<file path="src/rtl/pc_call_stack.sv">
// pc_call_stack
//   Program counter with signed relative branching and a return-address
//   stack for call/return. The PC goes to the shared bus through an
//   explicit output enable rather than a tri-state driver.
//
// Parameters
//   WIDTH     : PC, bus and stack-entry width (>= 2)
//   DEPTH     : number of return-stack entries (>= 1)
//   RESET_VEC : PC value after reset
//
// Ports
//   clk         : system clock, rising edge
//   clr_n       : asynchronous active-low reset
//   lp          : load pc from bus_in
//   cp          : increment pc
//   ep          : drive pc onto bus_out / assert bus_oe
//   call        : push pc+1, load pc from bus_in
//   ret         : pop top of stack into pc
//   rel         : pc <= pc + signed(bus_in)
//   bus_in      : bus data for load/call/rel
//   bus_out     : ep ? pc : 0
//   bus_oe      : equals ep
//   pc          : current program counter
//   sp          : number of valid stack entries, 0..DEPTH
//   stack_empty : sp == 0
//   stack_full  : sp == DEPTH
//   fault       : sticky overflow/underflow flag, cleared only by reset
module pc_call_stack #(
  parameter int               WIDTH     = 4,
  parameter int               DEPTH     = 4,
  parameter logic [WIDTH-1:0] RESET_VEC = '0
) (
  input  logic                       clk,
  input  logic                       clr_n,
  input  logic                       lp,
  input  logic                       cp,
  input  logic                       ep,
  input  logic                       call,
  input  logic                       ret,
  input  logic                       rel,
  input  logic [WIDTH-1:0]           bus_in,
  output logic [WIDTH-1:0]           bus_out,
  output logic                       bus_oe,
  output logic [WIDTH-1:0]           pc,
  output logic [$clog2(DEPTH+1)-1:0] sp,
  output logic                       stack_empty,
  output logic                       stack_full,
  output logic                       fault
);

  localparam int SPW = $clog2(DEPTH+1);

  logic [WIDTH-1:0] pc_q;
  logic [SPW-1:0]   sp_q;
  logic             fault_q;
  logic [WIDTH-1:0] stack_q [DEPTH];

  logic [WIDTH-1:0] pc_inc;
  logic [WIDTH-1:0] pc_rel;
  logic [WIDTH-1:0] top_entry;
  logic             empty;
  logic             full;

  assign pc_inc = pc_q + WIDTH'(1);
  // Adding bus_in at full width modulo 2^WIDTH is identical to adding its
  // sign extension and discarding the carry, so no explicit extension needed.
  assign pc_rel = pc_q + bus_in;

  assign empty = (sp_q == '0);
  assign full  = (sp_q == SPW'(DEPTH));

  // Top-of-stack mux decoded by compare so sp never indexes the array
  // directly; slots at or above sp are never selected.
  always_comb begin
    top_entry = '0;
    for (int i = 0; i < DEPTH; i++) begin
      if (sp_q == SPW'(i + 1)) top_entry = stack_q[i];
    end
  end

  always_ff @(posedge clk or negedge clr_n) begin
    if (!clr_n) begin
      pc_q    <= RESET_VEC;
      sp_q    <= '0;
      fault_q <= 1'b0;
      for (int i = 0; i < DEPTH; i++) stack_q[i] <= '0;
    end else if (ret) begin
      if (empty) begin
        fault_q <= 1'b1;
      end else begin
        pc_q <= top_entry;
        sp_q <= sp_q - SPW'(1);
      end
    end else if (call) begin
      if (full) begin
        fault_q <= 1'b1;
      end else begin
        for (int i = 0; i < DEPTH; i++) begin
          if (sp_q == SPW'(i)) stack_q[i] <= pc_inc;
        end
        sp_q <= sp_q + SPW'(1);
        pc_q <= bus_in;
      end
    end else if (rel) begin
      pc_q <= pc_rel;
    end else if (lp) begin
      pc_q <= bus_in;
    end else if (cp) begin
      pc_q <= pc_inc;
    end
  end

  assign pc          = pc_q;
  assign sp          = sp_q;
  assign fault       = fault_q;
  assign stack_empty = empty;
  assign stack_full  = full;
  assign bus_oe      = ep;
  assign bus_out     = ep ? pc_q : '0;

endmodule

</file>
<file path="config.mk">
export PLATFORM = sky130hd
export DESIGN_NAME = pc_call_stack
export DESIGN_NICKNAME = d
export VERILOG_FILES = /design/src/rtl/pc_call_stack.sv
export SDC_FILE = /design/constraint.sdc
export NUM_CORES = 1
export LEC_CHECK = 0
export ABC_AREA = 1
export BUFFER_PORTS_ARGS = -buffer_cell sky130_fd_sc_hd__buf_2
export CELL_PAD_IN_SITES_DETAIL_PLACEMENT = 0
export CELL_PAD_IN_SITES_GLOBAL_PLACEMENT = 1
export CORE_MARGIN = 4
export CORE_UTILIZATION = 40
export DETAILED_ROUTE_END_ITERATION = 12
export PLACE_DENSITY = 0.78
export REMOVE_ABC_BUFFERS = 1
export SLEW_MARGIN = 20
export SYNTH_ARGS = -nofsm -noshare
export SYNTH_HDL_FRONTEND = slang
export SYNTH_SLANG_ARGS = --single-unit
</file>
<file path="constraint.sdc">
create_clock -name clk -period 2.2 [get_ports clk]
set_input_delay 0.11 -clock clk [delete_from_list [all_inputs] [get_ports clk]]
set_output_delay 0.11 -clock clk [all_outputs]
set_load 0.005 [all_outputs]
</file>
Yosys cells after proc, flatten, opt, wreduce, memory -nomap -nowiden
Index checks and enable logic that the tools add are counted.
- flip-flop bits (word level): 24
- bits in latches: 0
- RAM bits: 0
- bits in read-only memories: 0
- input bits: 12
- output and inout bits: 15
- word-level logic and storage cells: 52
- memories: 0
- add/sub/neg operators: 4
- multipliers: 0
- div/mod/pow operators: 0
- magnitude comparators: 0
- eq/ne operators: 8
- shift-type cells: 0
- multiplexer cells: 20
- bitwise operators: 2
- reduce and logical (&&, ||, !) cells: 11
- operator list (kind ; number):
    4-bit two-way mux ; 12
    4-bit AND reduction ; 4
    3-bit two-way mux ; 4
    3-bit AND reduction ; 3
    3-bit by 2-bit equality test with 1-bit output (second input constant) ; 2
    5-bit nonzero test ; 1
    4-bit by 1-bit adder with 4-bit output (second input constant) ; 1
    4-bit adder ; 1
    1-bit two-way mux ; 4
    2-bit != test (second input constant) ; 2
    2-bit nonzero test ; 2
    3-bit by 1-bit adder with 3-bit output (second input constant) ; 1
    3-bit by 1-bit equality test with 1-bit output (second input constant) ; 1
    3-bit equality test (second input constant) ; 1
    3-bit logical NOT ; 1
    3-bit != test (second input constant) ; 1
    3-bit by 1-bit subtractor with 3-bit output (second input constant) ; 1
    2-bit by 1-bit != test with 1-bit output (second input constant) ; 1
    1-bit inverter ; 2

Depth between registers and ports, before layout
- depth after elaboration: 7
- mapped depth: 10
- gate-level depth less buffers: 10

Worst setup path before layout
OpenSTA, ideal clock, no wires.
- path kind: register to register
- start point: register pc_q[0], in the netlist pc[0]
- end point: register pc_q[1], in the netlist pc[1]
- arrival time: 1.445 ns
- slack: 0.682 ns
- cell stages (with the launch flop): 9
- path buffers: 0
- clock period less this slack: 1.518 ns
- path through: dfrtp_1 ha_1 inv_1 fa_1 nand2_1 nand2_1 o22ai_1 nor2_1 a21oi_2
- longest elaborated chain between the ends: 6
- elaborated cells between the ends (all ways): 7
- those cells by class: add/sub (2); mux (5)
- RTL lines (what ; line ; source):
    start: declaration ; 53 ; logic [WIDTH-1:0] pc_q;
    start signal: assignment ; 91 ; pc_q <= top_entry;
    start signal: assignment ; 102 ; pc_q <= bus_in;
    start signal: assignment ; 105 ; pc_q <= pc_rel;
    4-bit by 1-bit adder with 4-bit output ; 64 ; assign pc_inc = pc_q + WIDTH'(1);
    4-bit two-way mux ; 108 ; end else if (cp) begin
    4-bit two-way mux ; 106 ; end else if (lp) begin
    4-bit two-way mux (*) ; 104 ; end else if (rel) begin
    4-bit two-way mux (*) ; 94 ; end else if (call) begin
    4-bit two-way mux (*) ; 87 ; end else if (ret) begin
Mark *: on every way between the ends. The rest lies on a longest branch, timed or not. The select of a mux whose other input is x is not followed.
A chain may end at the register's enable or synchronous reset.

Worst setup path after layout
- start point: register pc_q[0], in the netlist pc[0]
- end point: register pc_q[2], in the netlist pc[2]
Same word-level chain as after synthesis.

==> reports/qor.txt <==
========================================================================================
Synth Instances ...........................................................          216
Die Y-Extent ..............................................................      70.9 µm
Clock tree root driver cell ............................................... sky130_fd_sc_hd__clkbuf_8
Mean Syn Cell Area ........................................................     7.33 µm²
Maximum vdd ir drop .......................................................     0.618 mV
Register area .............................................................      601 µm²
DRC .......................................................................            0
Setup fix buffers added after clock tree synthesis ........................            0
Dominant cells by area after synthesis .................................... sky130_fd_sc_hd__dfrtp_1 (38%), sky130_fd_sc_hd__nand2_1 (14%), sky130_fd_sc_hd__ha_1 (7.9%), sky130_fd_sc_hd__o21ai_0 (7.6%), sky130_fd_sc_hd__inv_1 (5.7%)
Final Slew Violations .....................................................            0
Sink count of the clock tree ..............................................           24
Resized cells post-CTS ....................................................            0
Hold_ws ...................................................................     0.207 ns
Routed length per instance ................................................      12.9 µm
Inserted Diodes ...........................................................            0
Period Utilization, post-route ............................................        0.781
Launch point of the worst reg-to-reg path .................................        pc[0]
Cell chain of the critical path ........................................... buf_4 -> ha_1 -> xnor2_1 -> nand2_1 -> nand2_1 -> nand2_1 -> a21oi_2 -> a21oi_2
Die Footprint .............................................................     5030 µm²
Max-cap check violation count .............................................            0
WL final ..................................................................      3.78 mm
Routed vias/inst ..........................................................         4.74
Fraction of the yosys area taken by sequential cells ......................        0.379
Slew at the pin closest to its max-slew limit .............................     0.530 ns
Destination of the worst hold path ........................................        sp[1]
Critical Path Source Type .................................................     register
Initial core utilization ..................................................        0.423
Final count of negative-setup-slack endpoints .............................            0
GP Congestion .............................................................        0.785
Final hold violation count ................................................            0
Hold_buf cts ..............................................................            1
Post-route clock skew .....................................................   0.00228 ns
Critical path's top delay family ..........................................   flip-flops
Initial DRT Pass Iterations ...............................................            4
Power consumption .........................................................      2370 µW
Class of the worst hold path ..............................................    in -> reg
Post-route ant nets .......................................................            0
Final #Nets ...............................................................          269
Number of register bits inferred by synthesis .............................           24
Gr ovfl total .............................................................            0
Worst reg2reg setup slack .................................................      0.48 ns
Largest net degree at the start of global routing .........................           25
Total half-perimeter wirelength after legalization and detailed placement .      3.00 mm
Maximum net fanout on the critical path ...................................           11
Vias in the first global route ............................................         1281
Cell area after layout ....................................................     1840 µm²
Number of warnings reported in the yosys synthesis log ....................            0
Worst min-delay path startpoint ...........................................          ret
Filler cell count in the final layout .....................................          396
Area added between synthesis and finish ...................................        16.5%
Kind of capture point of the worst setup path .............................     register
Fraction of synthesized cell area taken by the top area cell type .........        0.379
Reg clk slew, reported paths ..............................................      0.09 ns
Most common library cell in the layout ignoring fill and taps ............. sky130_fd_sc_hd__nand2_1
Clock insertion delay at the later pin of the skew report .................      0.27 ns
Area taken by multi-input logic gates .....................................      853 µm²
Crit Path Category ........................................................   reg -> reg
Slew margin rel. ..........................................................        0.646
Synth Cell Area ...........................................................     1580 µm²
Setup total negative slack ................................................         0 ns
Most used cells in the layout excluding fill and tap cells ................ sky130_fd_sc_hd__nand2_1 (61), sky130_fd_sc_hd__buf_2 (26), sky130_fd_sc_hd__inv_1 (24), sky130_fd_sc_hd__o21ai_0 (24), sky130_fd_sc_hd__dfrtp_1 (24)
Clock buffers created by TritonCTS ........................................            3
Site Rows .................................................................           22
Synth area leader ......................................................... sky130_fd_sc_hd__dfrtp_1
Number of DRC markers in iteration 0 ......................................          130
Worst path arrival time ...................................................      1.88 ns
Achievable Freq ...........................................................      582 MHz
Share of post-route cells with drive strength above 1 .....................        0.192
I/O Buffers ...............................................................           26
Reg-to-reg critical path endpoint .........................................        pc[2]
Number of distinct library cells after synthesis ..........................           26
Critical Path Max Stage Delay .............................................      0.40 ns
Vias ......................................................................         1390
Unrepaired setup endpoints after global routing ...........................        false
Number of top-level pins ..................................................           27
Hold-critical path depth ..................................................            3
Result of the run .........................................................    completed
Master of the slowest instance on the critical path ....................... sky130_fd_sc_hd__dfrtp_1
Wire length of the first global-routing pass ..............................      6.44 mm
Clock tree from TritonCTS .................................................          yes
Post-placement cell area ..................................................     1760 µm²
Initial antenna violation count ...........................................            0
Crit path required time ...................................................      2.36 ns
Cell mode on critical path ................................................ sky130_fd_sc_hd__nand2_1
Power per cell area .......................................................  1280 nW/µm²
X dimension of the die ....................................................      70.9 µm
Max Root-Sink Buffers .....................................................            2
Leak ......................................................................  0.000997 µW
Worst Path Buf+Inv ........................................................            1
Cell count of the worst reg-to-reg path ...................................            8
Core outline area .........................................................     3740 µm²
Min Tclk post-route .......................................................      1.72 ns
Total routing resource utilization after global routing ...................        0.163
CTS HTree Levels ..........................................................            1
========================================================================================
==> cells in the mapped netlist <==
cell and n:
sky130_fd_sc_hd__inv_1 24, sky130_fd_sc_hd__nand4_1 1, sky130_fd_sc_hd__dfrtp_1 24, sky130_fd_sc_hd__nor3_1 1, sky130_fd_sc_hd__nand2_2 2, sky130_fd_sc_hd__nand2_1 61
sky130_fd_sc_hd__nand3_1 15, sky130_fd_sc_hd__fa_1 1, sky130_fd_sc_hd__buf_4 1, sky130_fd_sc_hd__o22ai_1 1, sky130_fd_sc_hd__a21oi_2 5, sky130_fd_sc_hd__inv_2 4
sky130_fd_sc_hd__inv_4 1, sky130_fd_sc_hd__and2_1 1, sky130_fd_sc_hd__ha_1 10, sky130_fd_sc_hd__o21ai_1 2, sky130_fd_sc_hd__nand2_4 1, sky130_fd_sc_hd__buf_2 2
sky130_fd_sc_hd__xnor2_1 3, sky130_fd_sc_hd__a21oi_4 1, sky130_fd_sc_hd__o21ai_0 24, sky130_fd_sc_hd__xor2_1 2, sky130_fd_sc_hd__nor2_1 22, sky130_fd_sc_hd__nor2_2 1
sky130_fd_sc_hd__a21oi_1 5, sky130_fd_sc_hd__o21ai_2 1
==> routing by layer <==
layer	global-route usage	wire (µm)	vias up
met3	0.0256	101	5
met4	0.0438	48	0
met5	0	0	-
met1	0.247	1960	625
li1	-	-	741
met2	0.241	1680	19
==> final cells by class <==
type | instances | share of cell area
multi-input cells | 160 | 0.463
flip-flops and latches | 24 | 0.326
repair buffers | 28 | 0.0801
inverters | 29 | 0.0604
well taps | 48 | 0.0326
clock buffers | 3 | 0.0224
clock inverters | 1 | 0.0163
==> worst reg2reg max path: stages (launching register included) <==
cell,delay [ns]
sky130_fd_sc_hd__dfrtp_1,0.40
sky130_fd_sc_hd__buf_4,0.18
sky130_fd_sc_hd__ha_1,0.21
sky130_fd_sc_hd__xnor2_1,0.37
sky130_fd_sc_hd__nand2_1,0.12
sky130_fd_sc_hd__nand2_1,0.08
sky130_fd_sc_hd__nand2_1,0.06
sky130_fd_sc_hd__a21oi_2,0.13
sky130_fd_sc_hd__a21oi_2,0.07
==> through the flow <==
stage / setup WS [ns] / utilization / cells
after floorplan: 0.557 / - / 213
after global placement: 0.477 / 0.471 / 288
after detailed placement: 0.505 / 0.471 / 288
after CTS: 0.470 / 0.493 / 293
after global routing: 0.299 / 0.493 / 293
final: 0.482 / 0.493 / 293
==> sequential cells by signal (all words and copies together) (netlist names) <==
| register | flops |
|---|---|
| stack_q | 16 |
| pc | 4 |
| sp | 3 |
| fault | 1 |
==> where the power goes <==
group | total, µW | switching [µW] | leakage [µW] | internal (µW)
registers | 830 | 191 | 0.000297 | 639
logic | 1150 | 694 | 0.000665 | 457
clock network | 387 | 144 | 0.0000357 | 243
total | 2370 | 1030 | 0.000997 | 1340
==> logic make-up (layout without fill, tap and decap cells) <==
kind of cell             Yosys count  after routing  synth area share
AO/OA/AOI/OAI                     39             39             0.145
XOR/XNOR                           5              5            0.0277
adder cells (fa/ha/maj)           11             11            0.0917
buffers and inverters             32             61            0.0814
flip-flops                        24             24             0.379
AND/OR/NAND/NOR                  105            105             0.274
==> worst max-delay path by stage <==
stage                      from  endpoint  cells past startpoint
after floorplan           pc[0]     pc[1]                      8
after detailed placement  pc[0]     pc[2]                      8
final                     pc[0]     pc[2]                      8
after CTS                 pc[0]     pc[2]                      8
after global routing      sp[0]     pc[2]                     10
after global placement    pc[0]     pc[2]                      8
(Power assumes the default switching activity.)
